--- config.mk ---
export PLATFORM = sky130hd
export DESIGN_NAME = dmem_arbiter_flat
export DESIGN_NICKNAME = d
export VERILOG_FILES = /design/src/rtl/dmem_arb_pkg.sv /design/src/rtl/dmem_arbiter_if.sv /design/src/rtl/arb_rr2.sv /design/src/rtl/dmem_arbiter.sv /design/src/flat_wrapper.sv
export SDC_FILE = /design/constraint.sdc
export NUM_CORES = 1
export LEC_CHECK = 0
export ABC_AREA = 1
export BUFFER_PORTS_ARGS = -buffer_cell sky130_fd_sc_hd__buf_2
export CAP_MARGIN = 10
export CORE_MARGIN = 5
export CORE_UTILIZATION = 52
export DETAILED_ROUTE_END_ITERATION = 12
export PLACE_DENSITY = 0.95
export SLEW_MARGIN = 20
export SYNTH_ARGS = -nofsm -noshare
export SYNTH_HDL_FRONTEND = slang
export SYNTH_SLANG_ARGS = --single-unit
--- constraint.sdc ---
create_clock -name clock -period 4.8 [get_ports clock]
set_clock_uncertainty 0.15 [all_clocks]
set_input_delay 0.24 -clock clock [delete_from_list [all_inputs] [get_ports clock]]
set_output_delay 0.24 -clock clock [all_outputs]
set_load 0.005 [all_outputs]
--- src/rtl/dmem_arb_pkg.sv ---
// Shared types and constants for the two-master data-memory arbiter.
package dmem_arb_pkg;

  typedef enum logic [1:0] {
    IDLE  = 2'd0,
    ISSUE = 2'd1,
    WAIT  = 2'd2,
    DONE  = 2'd3
  } arb_state_e;

  localparam logic M_CPU = 1'b0;
  localparam logic M_AUX = 1'b1;

  localparam int unsigned LAT_W = 3;

endpackage

--- src/rtl/dmem_arbiter_if.sv ---
// Bus bundle between the two requesters, the arbiter and the data memory.
interface dmem_arbiter_if #(
  parameter int unsigned AW = 32,
  parameter int unsigned DW = 32
);
  logic          m0_req;
  logic          m0_we;
  logic [AW-1:0] m0_addr;
  logic [DW-1:0] m0_wdata;
  logic          m0_ack;
  logic [DW-1:0] m0_rdata;

  logic          m1_req;
  logic          m1_we;
  logic [AW-1:0] m1_addr;
  logic [DW-1:0] m1_wdata;
  logic          m1_ack;
  logic [DW-1:0] m1_rdata;

  logic [AW-1:0] mem_addr;
  logic [DW-1:0] mem_datain;
  logic          mem_we;
  logic [DW-1:0] mem_dataout;
  logic          busy;
  logic          grant_id;

  modport slave (
    input  m0_req, m0_we, m0_addr, m0_wdata,
    input  m1_req, m1_we, m1_addr, m1_wdata,
    input  mem_dataout,
    output m0_ack, m0_rdata, m1_ack, m1_rdata,
    output mem_addr, mem_datain, mem_we, busy, grant_id
  );

  modport master (
    output m0_req, m0_we, m0_addr, m0_wdata,
    output m1_req, m1_we, m1_addr, m1_wdata,
    output mem_dataout,
    input  m0_ack, m0_rdata, m1_ack, m1_rdata,
    input  mem_addr, mem_datain, mem_we, busy, grant_id
  );
endinterface

--- src/rtl/arb_rr2.sv ---
// Combinational two-way round-robin picker: on a tie the master that was not
// served last wins.
module arb_rr2 (
  input  logic [1:0] req,
  input  logic       rr_last,
  output logic       gnt_valid,
  output logic       gnt_id
);
  assign gnt_valid = |req;
  assign gnt_id    = (&req) ? ~rr_last : req[1];
endmodule

--- src/rtl/dmem_arbiter.sv ---
// Two-master arbiter/sequencer for the shared data-memory bus: one access at a
// time, round-robin on ties, single-cycle ack with registered read data.
module dmem_arbiter
  import dmem_arb_pkg::*;
#(
  parameter int unsigned AW          = 32,
  parameter int unsigned DW          = 32,
  parameter int unsigned MEM_LATENCY = 1
) (
  input logic           clock,
  input logic           resetn,
  dmem_arbiter_if.slave bus
);

  arb_state_e       state_q, state_d;
  logic [LAT_W-1:0] lat_cnt_q;
  logic [AW-1:0]    addr_q;
  logic [DW-1:0]    wdata_q;
  logic [DW-1:0]    rdata0_q;
  logic [DW-1:0]    rdata1_q;
  logic             we_q;
  logic             gid_q;
  logic             rr_last_q;
  logic             gnt_valid;
  logic             gnt_id;

  arb_rr2 u_rr (
    .req       ({bus.m1_req, bus.m0_req}),
    .rr_last   (rr_last_q),
    .gnt_valid (gnt_valid),
    .gnt_id    (gnt_id)
  );

  // WAIT counts lat_cnt down to zero inclusive, so it always lasts
  // MEM_LATENCY cycles and an access is MEM_LATENCY+2 busy cycles.
  always_comb begin
    state_d = state_q;
    case (state_q)
      IDLE:    if (gnt_valid) state_d = ISSUE;
      ISSUE:   state_d = WAIT;
      WAIT:    if (lat_cnt_q == '0) state_d = DONE;
      DONE:    state_d = IDLE;
      default: state_d = IDLE;
    endcase
  end

  always_ff @(posedge clock or negedge resetn) begin
    if (!resetn) begin
      state_q   <= IDLE;
      lat_cnt_q <= '0;
      addr_q    <= '0;
      wdata_q   <= '0;
      rdata0_q  <= '0;
      rdata1_q  <= '0;
      we_q      <= 1'b0;
      gid_q     <= M_CPU;
      rr_last_q <= M_AUX;
    end else begin
      state_q <= state_d;
      case (state_q)
        IDLE: begin
          if (gnt_valid) begin
            gid_q   <= gnt_id;
            we_q    <= gnt_id ? bus.m1_we    : bus.m0_we;
            addr_q  <= gnt_id ? bus.m1_addr  : bus.m0_addr;
            wdata_q <= gnt_id ? bus.m1_wdata : bus.m0_wdata;
          end
        end
        ISSUE: lat_cnt_q <= LAT_W'(MEM_LATENCY - 1);
        WAIT: begin
          if (lat_cnt_q != '0) begin
            lat_cnt_q <= lat_cnt_q - 1'b1;
          end else if (!we_q) begin
            if (gid_q == M_AUX) rdata1_q <= bus.mem_dataout;
            else                rdata0_q <= bus.mem_dataout;
          end
        end
        DONE: rr_last_q <= gid_q;
        default: ;
      endcase
    end
  end

  assign bus.mem_addr   = addr_q;
  assign bus.mem_datain = wdata_q;
  assign bus.mem_we     = (state_q == ISSUE) && we_q;
  assign bus.busy       = (state_q != IDLE);
  assign bus.grant_id   = gid_q;
  assign bus.m0_ack     = (state_q == DONE) && (gid_q == M_CPU);
  assign bus.m1_ack     = (state_q == DONE) && (gid_q == M_AUX);
  assign bus.m0_rdata   = rdata0_q;
  assign bus.m1_rdata   = rdata1_q;

endmodule

--- src/flat_wrapper.sv ---
// flat-port wrapper written by rule: the top's interface ports become plain ports
module dmem_arbiter_flat import dmem_arb_pkg::*;
#(
  parameter int unsigned AW          = 32,
  parameter int unsigned DW          = 32,
  parameter int unsigned MEM_LATENCY = 1
)
  (clock, resetn, bus_m0_req, bus_m0_we, bus_m0_addr, bus_m0_wdata, bus_m1_req, bus_m1_we, bus_m1_addr, bus_m1_wdata, bus_mem_dataout, bus_m0_ack, bus_m0_rdata, bus_m1_ack, bus_m1_rdata, bus_mem_addr, bus_mem_datain, bus_mem_we, bus_busy, bus_grant_id);
  dmem_arbiter_if #(.AW(AW), .DW(DW)) bus_i ();
  input logic clock;
  input logic resetn;
  input wire logic [$bits(bus_i.m0_req)-1:0] bus_m0_req;
  input wire logic [$bits(bus_i.m0_we)-1:0] bus_m0_we;
  input wire logic [$bits(bus_i.m0_addr)-1:0] bus_m0_addr;
  input wire logic [$bits(bus_i.m0_wdata)-1:0] bus_m0_wdata;
  input wire logic [$bits(bus_i.m1_req)-1:0] bus_m1_req;
  input wire logic [$bits(bus_i.m1_we)-1:0] bus_m1_we;
  input wire logic [$bits(bus_i.m1_addr)-1:0] bus_m1_addr;
  input wire logic [$bits(bus_i.m1_wdata)-1:0] bus_m1_wdata;
  input wire logic [$bits(bus_i.mem_dataout)-1:0] bus_mem_dataout;
  output wire logic [$bits(bus_i.m0_ack)-1:0] bus_m0_ack;
  output wire logic [$bits(bus_i.m0_rdata)-1:0] bus_m0_rdata;
  output wire logic [$bits(bus_i.m1_ack)-1:0] bus_m1_ack;
  output wire logic [$bits(bus_i.m1_rdata)-1:0] bus_m1_rdata;
  output wire logic [$bits(bus_i.mem_addr)-1:0] bus_mem_addr;
  output wire logic [$bits(bus_i.mem_datain)-1:0] bus_mem_datain;
  output wire logic [$bits(bus_i.mem_we)-1:0] bus_mem_we;
  output wire logic [$bits(bus_i.busy)-1:0] bus_busy;
  output wire logic [$bits(bus_i.grant_id)-1:0] bus_grant_id;
  assign bus_i.m0_req = bus_m0_req;
  assign bus_i.m0_we = bus_m0_we;
  assign bus_i.m0_addr = bus_m0_addr;
  assign bus_i.m0_wdata = bus_m0_wdata;
  assign bus_i.m1_req = bus_m1_req;
  assign bus_i.m1_we = bus_m1_we;
  assign bus_i.m1_addr = bus_m1_addr;
  assign bus_i.m1_wdata = bus_m1_wdata;
  assign bus_i.mem_dataout = bus_mem_dataout;
  assign bus_m0_ack = bus_i.m0_ack;
  assign bus_m0_rdata = bus_i.m0_rdata;
  assign bus_m1_ack = bus_i.m1_ack;
  assign bus_m1_rdata = bus_i.m1_rdata;
  assign bus_mem_addr = bus_i.mem_addr;
  assign bus_mem_datain = bus_i.mem_datain;
  assign bus_mem_we = bus_i.mem_we;
  assign bus_busy = bus_i.busy;
  assign bus_grant_id = bus_i.grant_id;
  dmem_arbiter #(.AW(AW), .DW(DW), .MEM_LATENCY(MEM_LATENCY)) u_core (.clock(clock), .resetn(resetn), .bus(bus_i));
endmodule
After elaboration in Yosys (flattened, before gate mapping)
Index checks and enable logic that the tools add are counted.
- output and inout port bits: 133
- word-level logic and storage cells: 44
- bits of input ports: 166
- register bits after elaboration: 136
- add/subtract/negate cells: 1
- multiplexer cells: 9
- bitwise operators: 4
- eq/ne operators: 6
- reduce and logical (&&, ||, !) cells: 15
- operators with widths (kind ; count):
    two-way mux 32 bit ; 2
    one-hot mux 2 bit (4 select lines) ; 1
    AND reduction 2 bit ; 4
    AND reduction 4 bit ; 2
    inequality test 2 x 1 -> 1 bit (second input constant) ; 3
    one-hot mux 3 bit (2 select lines) ; 1
    equality test 2 bit (second input constant) ; 2
    two-way mux 2 bit ; 2
    NOT 1 bit ; 4
    nonzero test 2 bit ; 2
    logical AND 1 bit ; 3
    zero test 3 bit ; 1
    two-way mux 3 bit ; 1
    nonzero test 3 bit ; 1
    subtractor 3 x 1 -> 3 bit (second input constant) ; 1
    equality test 2 x 1 -> 1 bit (second input constant) ; 1
    zero test 2 bit ; 1
    two-way mux 1 bit ; 2
    OR reduction 2 bit ; 1

Logic depth before layout (Yosys ltp)
- depth after elaboration: 3
- depth in mapped cells: 9
- gate-level depth less buffers: 8

By module
Synthesis repeated with hierarchy kept, for this count alone.
- cells, all modules: 832
- area total of the unflattened synthesis: 6329.8 µm²
- by module, submodules not included (module ; sequential area each (µm²) ; area each (µm²) ; cells an instance ; instances):
    dmem_arbiter ; 3404.5 ; 6314.8 ; 829 ; 1
    arb_rr2 ; 0.0 ; 15.0 ; 3 ; 1

Worst setup path after synthesis
Ideal clock, no wire load.
- path type: register to register
- start: register u_core.state_q[0]
- end: register u_core.addr_q[22], in the netlist u_core.bus.mem_addr[22]
- stages on the path, launching flop included: 10
- arrival time: 1.320 ns
- buffers on the path: 2
- period minus slack after synthesis: 1.588 ns
- data required time: 4.532 ns
- path slack: 3.212 ns
- library setup time: 0.118 ns
- cells stage by stage: dfrtp_1 inv_1 ha_1 inv_1 nor2_4 inv_2 buf_4 buf_2 nand2_1 nand2_1
- longest elaborated chain between the ends: 2
- ends and longest elaborated chain (what ; RTL line ; text):
    start, declared ; dmem_arbiter.sv:15 ; arb_state_e state_q, state_d;
    start signal, assigned ; dmem_arbiter.sv:59 ; state_q <= state_d;
    zero test 2 bit ; dmem_arbiter.sv:60 ; case (state_q)
    AND reduction 2 bit (no source line) ; - ;
    end signal, assigned ; dmem_arbiter.sv:65 ; addr_q <= gnt_id ? bus.m1_addr : bus.m0_addr;
    end, declared ; dmem_arbiter.sv:17 ; logic [AW-1:0] addr_q;
Every way passes these cells.
A chain may end at the register's enable or synchronous reset.

Final worst setup path
- start: register u_core.state_q[0]
- end: register u_core.addr_q[4], in the netlist u_core.bus.mem_addr[4]
Same word-level chain as after synthesis.

==> summary.md <==
| Metric | Value |
|---|---|
| Total power | 5900 uW |
| CP max FO | 65 |
| Avg Inst Size Synth | 7.45 sq um |
| Dpl cell area | 8290 sq um |
| Distinct cells, synth | 19 |
| Clk pin slew, worst setup/hold paths | 70 ps |
| Final-report hold violation count | 0 |
| Power density cells | between 500 and 600 nW/um^2 |
| CP Launch Type | flop |
| Syn Inst Count | between 900 and 1,000 |
| Placer Congestion | 0.846 |
| Unrepaired setup endpoints after global routing | no |
| Yosys reg bits | 136 |
| Root Driver | clkbuf_16 |
| Hold wc startpoint | bus_m0_wdata[20] |
| Crit path capture type | flop |
| DR WL/cell | 17.2 microns |
| Vias per inst | between 5 and 6 |
| CTS tree | yes |
| Syn Nets | between 1,000 and 1,500 |
| PortBufs | between 200 and 300 |
| Critical path arrival | 2930 ps |
| Clock Latency Late Sink | ~400 ps |
| Main combinational cell family by area after synthesis | simple AND/OR/NAND/NOR gates |
| Vias in the first global route | 8,053 |
| Max clock buf depth | 2 |
| VDD IR max | 0.000311 V |
| Final core occ | 77.3% |
| Core area | approximately 13,000 sq um |
| Pins over their slew limit | 0 |
| Post-route ant nets | 0 |
| Post-CTS Setup Repair Bufs | 0 |
| Reg2Reg Launch Point | u_core.state_q[0]$_DFFE_PN0P_ |
| Hold depth | 5 |
| Cells on worst reg2reg path | 8 |
| Slack of the worst reg-to-reg path | 2070 ps |
| Leakage | ~0.006 uW |
| Die area | 15,400 sq um |
| Adder-Cell Fraction of Synth Area | 1.47% |
| Max Clk Rate | 0.366 GHz |
| CTS buffer count | 17 |
| Post-Synth Simple-Gate Area | between 30% and 40% |
| Vias | about 8,000 |
| Final setup TNS | 0 ps |
| Largest net degree at the start of global routing | between 90 and 100 |
| Initial Utilization | 53.4% |
| DRT iter0 DRCs | ~1,200 |
| Layout Nets | 1,449 |
| Share of layout cells above drive strength 1 | 27.6% |
| Sink Count | 136 |
| Area Growth Syn to Fin | 44.9% |
| Width of the die | approximately 120 microns |
| Post-route setup slack | 2070 ps |
| First-pass detailed-route iteration total | 7 |
| Least-Margin Pin Slew | around 900 ps |
| Max cap viols | 0 |
| GRT Total Usage | 31.8% |
| First-pass GRT wire length | 40,600 microns |
| Status | complete, no violations |
| YS warnings | 0 |
| Finish-stage setup viols | 0 |
| Grt ovf | 0 |
| Final period util | 56.9% |
| DR DRC count | 0 |
| Relative slew slack | 38.4% |
| Die H | 124 microns |
| # IOs | approximately 300 |
| Htree depth | 4 |
| Hold crit path type | in -> reg |
| Sequential area share after synthesis | between 50% and 60% |
| Compound-Gate Fraction of Synth Area | less than 1% |
| Drt total wl | 25,100 microns |
| Row cnt | 41 |
| Mapped cell area | 6790 sq um |
| Initial antenna violation count | 2 |
| Critical path class | reg -> reg |
| Post-Synth XOR/XNOR Area | 0% |
| Worst Setup Slack post-DPL | 2370 ps |
| Worst endpoint required time | 5000 ps |
| Fin crit period | between 2000 and 3000 ps |
| Reg2reg end | u_core.bus.mem_addr[4]$_DFFE_PN0P_ |
| Hold Crit Endpoint | u_core.bus.mem_datain[20]$_DFFE_PN0P_ |
| Post-synthesis mux area share | 0% |
| Dpl hpwl | 14,100 microns |
| Final Instance Area | 9840 sq um |
## metal layers
layer | vias to the layer above | GRT usage (%) | part of all wire, %
met5 | - | 0 | 0.080
met4 | 2 | 15.6 | 5.0
met3 | 122 | 7.03 | 10
met2 | 684 | 53.4 | 49
met1 | 3711 | 38.6 | 36
li1 | 3527 | - | -
## how the worst max path moves through the flow
stage                                          end                       startpoint  depth (start not counted)  slack, ps
2_1_floorplan  u_core.bus.mem_addr[22]$_DFFE_PN0P_    u_core.state_q[0]$_DFFE_PN0P_                          9       3210
3_3_place_gp   u_core.bus.m1_rdata[22]$_DFFE_PN0P_  u_core.lat_cnt_q[0]$_DFFE_PN0P_                          7       2480
3_5_place_dp   u_core.bus.m1_rdata[31]$_DFFE_PN0P_  u_core.lat_cnt_q[0]$_DFFE_PN0P_                          7       2370
4_1_cts         u_core.bus.mem_addr[1]$_DFFE_PN0P_    u_core.state_q[0]$_DFFE_PN0P_                          8       2280
5_1_grt         u_core.bus.mem_addr[4]$_DFFE_PN0P_    u_core.state_q[1]$_DFFE_PN0P_                          8       1910
6_report        u_core.bus.mem_addr[4]$_DFFE_PN0P_    u_core.state_q[0]$_DFFE_PN0P_                          8       2070
## cell usage in the layout (no fill, tap or decap), types with 2 or more instances in the layout
cell type      Yosys  layout
dlygate4sd3_1      0      94
or2_2              3       3
buf_4              6      10
ha_1               8       8
nor2_2             3       3
nor2_4             2       2
nand4_1           32      32
nand3_1          164     164
clkinv_2           0       3
clkinv_4           0       3
nand2_2            2       4
clkinvlp_4         0       4
bufinv_16          0       3
nor2_1             3       3
inv_6              0       2
clkbuf_16          0      17
nand2_1          354     352
inv_1            143     143
buf_2             43     297
dfrtp_1          135     135
## cells in the mapped netlist
| cell type | instances | area (sq um) |
|---|---|---|
| buf_1 | 1 | 3.75 |
| buf_2 | 43 | 215 |
| buf_4 | 6 | 45.0 |
| clkbuf_1 | 7 | 26.3 |
| dfrtp_1 | 135 | 3380 |
| dfstp_2 | 1 | 26.3 |
| ha_1 | 8 | 100 |
| inv_1 | 143 | 537 |
| inv_2 | 2 | 7.51 |
| nand2_1 | 354 | 1330 |
| nand2_2 | 2 | 12.5 |
| nand3_1 | 164 | 821 |
| nand3_2 | 1 | 10.0 |
| nand4_1 | 32 | 200 |
| nor2_1 | 3 | 11.3 |
| nor2_2 | 3 | 18.8 |
| nor2_4 | 2 | 22.5 |
| o21ai_0 | 1 | 5.00 |
| or2_2 | 3 | 18.8 |
## registers in the layout (all words and copies together) (netlist names)
| register | count |
|---|---|
| u_core.bus.grant_id | 1 |
| u_core.bus.m0_rdata | 32 |
| u_core.bus.m1_rdata | 32 |
| u_core.bus.mem_addr | 32 |
| u_core.bus.mem_datain | 32 |
| u_core.lat_cnt_q | 3 |
| u_core.rr_last_q | 1 |
| u_core.state_q | 2 |
| u_core.we_q | 1 |
## metrics by stage
stage / cells / hold WS (ps)
after floorplan: 911 / -206
after global placement: 1334 / 234
after detailed placement: 1334 / 233
after CTS: 1460 / 0.433
after global routing: 1461 / 23.8
final: 1461 / 9.03
## cell type report
class | count | area [sq um]
sequential | 136 | 3400
clock buffer | 18 | 429
timing repair buffer | 402 | 2510
fill | 755 | 2880
multi-input combinational | 573 | 2550
clock inverter | 14 | 174
inverter | 145 | 546
tap | 172 | 215
antenna | 1 | 2.50
## cells by family (layout without fill, tap and decap cells)
logic type | after synthesis | in the layout
DFF | 136 | 136
AOI/OAI and AO/OA | 1 | 1
other | 0 | 1
and+or+nand+nor | 564 | 564
buffers and inverters | 202 | 579
adders and majority gates | 8 | 8
## critical path, stage by stage, from the launching register on
cell           delay (ps)
dfrtp_1               410
inv_1                 140
ha_1                  190
inv_1                 100
nor2_4                130
buf_4                 550
nand3_1               250
dlygate4sd3_1         660
nand2_1                70
## power by group
part	internal [uW]	switching (uW)	total (uW)
registers	1730	376	2110
clock network	821	511	1330
logic	948	1510	2460
total	3500	2400	5900
## timing repair
item / in CTS / in global routing
hold buffers: 94 / 0
gates resized for setup: 0 / 0
hold endpoints to repair: 212 / 0
Power figures use the tool's default switching activity.
